## config.mk

```make
export PLATFORM = sky130hd
export DESIGN_NAME = fetch_stage
export DESIGN_NICKNAME = d
export VERILOG_FILES = /design/src/rtl/lc3b_types.sv /design/src/rtl/fetch_stage.sv
export SDC_FILE = /design/constraint.sdc
export NUM_CORES = 1
export LEC_CHECK = 0
export CORE_UTILIZATION = 47
export CTS_CLUSTER_SIZE = 14
export DETAILED_ROUTE_END_ITERATION = 12
export PLACE_DENSITY = 0.81
export REMOVE_ABC_BUFFERS = 1
export SYNTH_ARGS = -nofsm -noshare
export SYNTH_HDL_FRONTEND = slang
export SYNTH_SLANG_ARGS = --single-unit
```

## constraint.sdc

```tcl
create_clock -name clk -period 2.5 [get_ports clk]
set_input_delay 0.625 -clock clk [delete_from_list [all_inputs] [get_ports clk]]
set_output_delay 0.625 -clock clk [all_outputs]
set_load 0.005 [all_outputs]
```

## src/rtl/lc3b_types.sv

```systemverilog
// Shared LC-3b pipeline types.
package lc3b_types;

    typedef logic [15:0] lc3b_word;

    // Fetch-stage FSM states, exported so benches can name them.
    typedef enum logic [1:0] {
        FETCH,
        HOLD,
        DISCARD
    } lc3b_fetch_state;

    localparam lc3b_word PC_STEP = 16'd2;

endpackage

```

## src/rtl/fetch_stage.sv

```systemverilog
// LC-3b instruction-fetch stage: owns the PC, runs the icache read handshake
// and steers the IF/ID register (load / hold / squash).
module fetch_stage
    import lc3b_types::*;
#(
    parameter lc3b_word RESET_PC = 16'h0000
) (
    input  logic     clk,
    input  logic     reset,
    input  logic     stall,
    input  logic     redirect,
    input  lc3b_word redirect_pc,
    input  logic     icache_resp,
    input  lc3b_word icache_rdata,
    output logic     icache_read,
    output lc3b_word icache_address,
    output lc3b_word instruction,
    output lc3b_word pc_plus2_out,
    output logic     ifid_load,
    output logic     ifid_squash
);

    lc3b_fetch_state state_q, state_d;
    lc3b_word        pc_q, pc_d;
    lc3b_word        hold_buf_q, hold_buf_d;
    lc3b_word        pending_pc_q, pending_pc_d;
    lc3b_word        pc_next_seq;

    assign pc_next_seq    = pc_q + PC_STEP;
    assign icache_address = pc_q;

    // Next-state and IF/ID control; redirect outranks stall, which outranks normal flow.
    always_comb begin
        state_d      = state_q;
        pc_d         = pc_q;
        hold_buf_d   = hold_buf_q;
        pending_pc_d = pending_pc_q;
        icache_read  = 1'b0;
        instruction  = icache_rdata;
        pc_plus2_out = pc_next_seq;
        ifid_load    = 1'b0;
        ifid_squash  = 1'b0;

        if (reset) begin
            instruction  = '0;
            pc_plus2_out = RESET_PC + PC_STEP;
            ifid_squash  = 1'b1;
        end else begin
            unique case (state_q)
                FETCH: begin
                    icache_read = 1'b1;
                    if (redirect) begin
                        ifid_squash = 1'b1;
                        if (icache_resp) begin
                            pc_d = redirect_pc;
                        end else begin
                            // Miss still in flight: keep the address stable until it returns.
                            pending_pc_d = redirect_pc;
                            state_d      = DISCARD;
                        end
                    end else if (icache_resp) begin
                        if (stall) begin
                            hold_buf_d = icache_rdata;
                            state_d    = HOLD;
                        end else begin
                            ifid_load = 1'b1;
                            pc_d      = pc_next_seq;
                        end
                    end else if (!stall) begin
                        ifid_squash = 1'b1;
                    end
                end

                HOLD: begin
                    instruction = hold_buf_q;
                    if (redirect) begin
                        ifid_squash = 1'b1;
                        pc_d        = redirect_pc;
                        state_d     = FETCH;
                    end else if (!stall) begin
                        ifid_load = 1'b1;
                        pc_d      = pc_next_seq;
                        state_d   = FETCH;
                    end
                end

                DISCARD: begin
                    icache_read = 1'b1;
                    ifid_squash = redirect || !stall;
                    if (icache_resp) begin
                        // Response belongs to the flushed path; drop it.
                        pc_d    = redirect ? redirect_pc : pending_pc_q;
                        state_d = FETCH;
                    end else if (redirect) begin
                        pending_pc_d = redirect_pc;
                    end
                end

                default: begin
                    state_d = FETCH;
                end
            endcase
        end
    end

    // State registers with synchronous reset.
    always_ff @(posedge clk) begin
        if (reset) begin
            state_q      <= FETCH;
            pc_q         <= RESET_PC;
            hold_buf_q   <= '0;
            pending_pc_q <= '0;
        end else begin
            state_q      <= state_d;
            pc_q         <= pc_d;
            hold_buf_q   <= hold_buf_d;
            pending_pc_q <= pending_pc_d;
        end
    end

endmodule

```

==> metrics.md, run 1 <==
| Metric | Value |
|---|---|
| Number of DRC violations after detailed-routing iteration 0 | `288` |
| Cells after synthesis | `379` |
| Class of the most critical hold timing path | `flop to flop` |
| Row cnt | `27` |
| Detailed-routed wire length on met3 | `580 um` |
| Max-slew violation count | `0` |
| 1st-pass router iterations | `5` |
| Routability congestion estimate from global placement | `0.8158` |
| Via-to-Cell Ratio | `5.614` |
| Minimum clock period | `2499 ps` |
| Clock slew seen by the registers of the worst setup and hold paths | `90 ps` |
| Worst setup startpoint | `icache_address[2]$_SDFFE_PP0P_` |
| DIE AREA | `0.006199 mm2` |
| Max Cap Violations | `0` |
| Final nets | `530` |
| Detailed placement HPWL | `5837 um` |
| Synth unique cells | `44` |
| Number of warnings printed during yosys synthesis | `0` |
| Number of sinks on the clock net | `50` |
| Final worst path period share | `0.9996` |
| Top cells by instance count after synthesis | `sky130_fd_sc_hd__nand2_1 (91), sky130_fd_sc_hd__dfxtp_1 (50), sky130_fd_sc_hd__a21oi_1 (46), sky130_fd_sc_hd__nor2_1 (43)` |
| Max Clock Skew | `13.26 ps` |
| Congestion Overflow GR | `0` |
| Arrival time at the worst endpoint | `1870 ps` |
| Mean instance size in the synthesized netlist | `7.303 um2` |
| EDFF count, synth | `0` |
| Async set-or-reset flop fraction in the synthesized netlist | `0` |
| Crit path launch type | `flop` |
| Flip-flop cell with the highest count after synthesis | `sky130_fd_sc_hd__dfxtp_1` |
| Final routed wire length divided by cell count | `15.51 um` |
| Die height | `78.74 um` |
| Fraction of post-synthesis cell area in the top cell type by area | `0.3617` |
| Core region area | `0.005574 mm2` |
| Total Wirelength | `8762 um` |
| Layout area overhead | `53.30%` |
| Antenna Cells | `0` |
| Highest metal layer with signal wires | `met4` |
| Quantity of I/O buffers inserted on ports | `87` |
| Sequential share of the synthesized area | `0.3617` |
| Worst supply voltage drop on vdd | `417.5 uV` |
| Worst setup path category | `flop to output pin` |
| Final Instance Count excl. Fillers | `565` |
| Outcome | `finished clean` |
| Kind of end point of the critical path | `output pin` |
| Highest fanout seen on the critical path | `4` |
| Worst-case clock buffer depth | `2` |
| Worst reg-to-reg path cell count | `8` |
| Clock tree root buffer cell | `sky130_fd_sc_hd__clkbuf_8` |
| Least-Margin Pin Slew | `599.8 ps` |
| Flip-flop and latch area | `0.001022 mm2` |
| GRT Resource Usage Total | `0.2842` |
| Total I/O pin count | `88` |
| Power density relative to cell area | `449.9 mW/mm2` |
| Initial Util | `0.4965` |
| Remaining routing DRC violations | `0` |
| Hold buffer count at cts | `0` |
| Die boundary width | `78.74 um` |
| Worst R2R Start | `icache_address[2]$_SDFFE_PP0P_` |
| Number of antenna violations at the first check in global routing | `0` |
| Final-layout setup total negative slack | `0 ps` |
| Area taken by multi-input logic gates | `0.001745 mm2` |
| Setup repair after global routing missed its margin | `true` |
| Relative slew slack | `0.5992` |
| Crit path capture | `pc_plus2_out[11]` |
| Total number of vias | `3172` |
| Wire length on met2 | `4472 um` |
| Clock latency on the worst-skew pair | `320 ps` |
| Count leader, synth | `sky130_fd_sc_hd__nand2_1` |
| Fraction of final layout cells with drive strength greater than 1 | `0.1785` |
| Worst r2r dst | `icache_address[7]$_SDFFE_PP0P_` |
| Maximum number of pins on one net before global-route repair | `26` |
| Count of filler cells inserted in the layout | `433` |
| Largest cells by area after synthesis | `sky130_fd_sc_hd__dfxtp_1 (36%), sky130_fd_sc_hd__nand2_1 (12%), sky130_fd_sc_hd__a21oi_1 (8.3%)` |
| Register-to-register path setup slack | `630 ps` |
| FMAX | `400.2 MHz` |
| Largest area contributor in the netlist | `sky130_fd_sc_hd__dfxtp_1` |
| Cell total after placement | `544` |
| H-tree levels | `2` |
| First-pass GRT wire length | `13800 um` |
| Critical Path RT | `1880 ps` |
| Post-Synthesis Cell Area | `0.002768 mm2` |
| Total CTS buffers | `5` |
| Post-route antenna net violation count | `0` |
| Hold violation count in the final report | `0` |
| Routed metal-1 wirelength | `3524 um` |
| Minimum setup slack in the final design | `1.055 ps` |
| Count of state elements after synthesis | `50` |
| Number of global-route vias before repair | `2875` |
| Number of failing setup endpoints in the final timing report | `0` |
| LEAKAGE | `1.814 nW` |
| CTS tree | `yes` |
| Placement-stage worst setup slack | `-182.9 ps` |
sequential cells by signal (all words and copies together) (netlist names):
| register | flops |
|---|---|
| hold_buf_q | 16 |
| icache_address | 16 |
| pending_pc_q | 16 |
| state_q | 2 |
placed cells by master, fill, tap and decap left out, types with 7 or more instances in the layout:
cell,n
sky130_fd_sc_hd__buf_4,40
sky130_fd_sc_hd__a21oi_1,44
sky130_fd_sc_hd__dlygate4sd2_1,8
sky130_fd_sc_hd__mux2i_1,18
sky130_fd_sc_hd__clkdlybuf4s50_1,61
sky130_fd_sc_hd__dlymetal6s2s_1,15
sky130_fd_sc_hd__o21ai_0,15
sky130_fd_sc_hd__nor2_1,41
sky130_fd_sc_hd__a211oi_1,9
sky130_fd_sc_hd__nand3_1,7
sky130_fd_sc_hd__dfxtp_1,41
sky130_fd_sc_hd__nand2_1,89
critical path, cell delays in order, from the launching register on:
cell and delay [ps]:
sky130_fd_sc_hd__dfxtp_2 380, sky130_fd_sc_hd__ha_4 160, sky130_fd_sc_hd__nand3_4 130, sky130_fd_sc_hd__nor3_2 230, sky130_fd_sc_hd__xnor2_1 90, sky130_fd_sc_hd__nor2_1 80
sky130_fd_sc_hd__clkdlybuf4s50_1 500
layout make-up:
type,instances,share of cell area
clock inverter,1,0.007078
sequential,50,0.2409
multi-input combinational,299,0.4114
timing repair buffer,134,0.2996
tap,72,0.02123
inverter,2,0.001769
clock buffer,7,0.01799
per-layer routing:
| metal | up-vias | track usage |
|---|---|---|
| li1 | 1528 | - |
| met1 | 1503 | 0.3526 |
| met2 | 123 | 0.4896 |
| met3 | 18 | 0.04138 |
| met4 | 0 | 0.1185 |
| met5 | - | 0 |
power by group:
part / internal [mW] / switching (mW) / leakage, nW
Clock: 0.300 / 0.279 / 0.0524
Sequential: 0.837 / 0.0418 / 0.413
Combinational: 0.240 / 0.211 / 1.35
Total: 1.38 / 0.532 / 1.81
worst min-delay path by stage:
stage / startpoint / endpoint / depth (start not counted)
2_1_floorplan: pending_pc_q[0]$_SDFFE_PP0P_ / pending_pc_q[0]$_SDFFE_PP0P_ / 2
3_3_place_gp: pending_pc_q[0]$_SDFFE_PP0P_ / pending_pc_q[0]$_SDFFE_PP0P_ / 2
3_5_place_dp: pending_pc_q[0]$_SDFFE_PP0P_ / pending_pc_q[0]$_SDFFE_PP0P_ / 2
4_1_cts: pending_pc_q[0]$_SDFFE_PP0P_ / pending_pc_q[0]$_SDFFE_PP0P_ / 2
5_1_grt: pending_pc_q[6]$_SDFFE_PP0P_ / pending_pc_q[6]$_SDFFE_PP0P_ / 2
6_report: pending_pc_q[0]$_SDFFE_PP0P_ / pending_pc_q[0]$_SDFFE_PP0P_ / 2
stage by stage:
step / cell area, um2 / util / hold WS [ps] / total power, mW
6_report: 4243 / 0.7612 / 455.1 / 1.909
3_5_place_dp: 3871 / 0.6945 / 443.8 / 1.331
4_1_cts: 4118 / 0.7387 / 456.4 / 1.894
2_1_floorplan: 2648 / - / 425.8 / 1.054
5_1_grt: 4243 / 0.7612 / 478.8 / 1.986
3_3_place_gp: 3871 / 0.6945 / 437.2 / 1.318
logic make-up (layout without fill, tap and decap cells):
| family | after synthesis | in the layout | share of synthesized area |
|---|---|---|---|
| fa+ha+maj | 1 | 1 | 0.004520 |
| flops | 50 | 50 | 0.3617 |
| compound gates | 88 | 88 | 0.1876 |
| simple gates | 180 | 180 | 0.2970 |
| mux | 18 | 18 | 0.06510 |
| xor+xnor | 12 | 12 | 0.03797 |
| buf+inv | 30 | 144 | 0.04611 |
repair_timing:
action | 4_1_cts | 5_1_grt
setup endpoints to repair | 15 | 25
pin swaps | 4 | 7
buffers inserted | 6 | 7
resized for setup | 40 | 30
Power figures use the tool's default switching activity.
==> run 2: changes to the inputs <==
Settings changed: SLEW_MARGIN set to 10.
==> results of run 2 <==
Same layout as run 1: the final DEF is identical, and so are final timing and power.
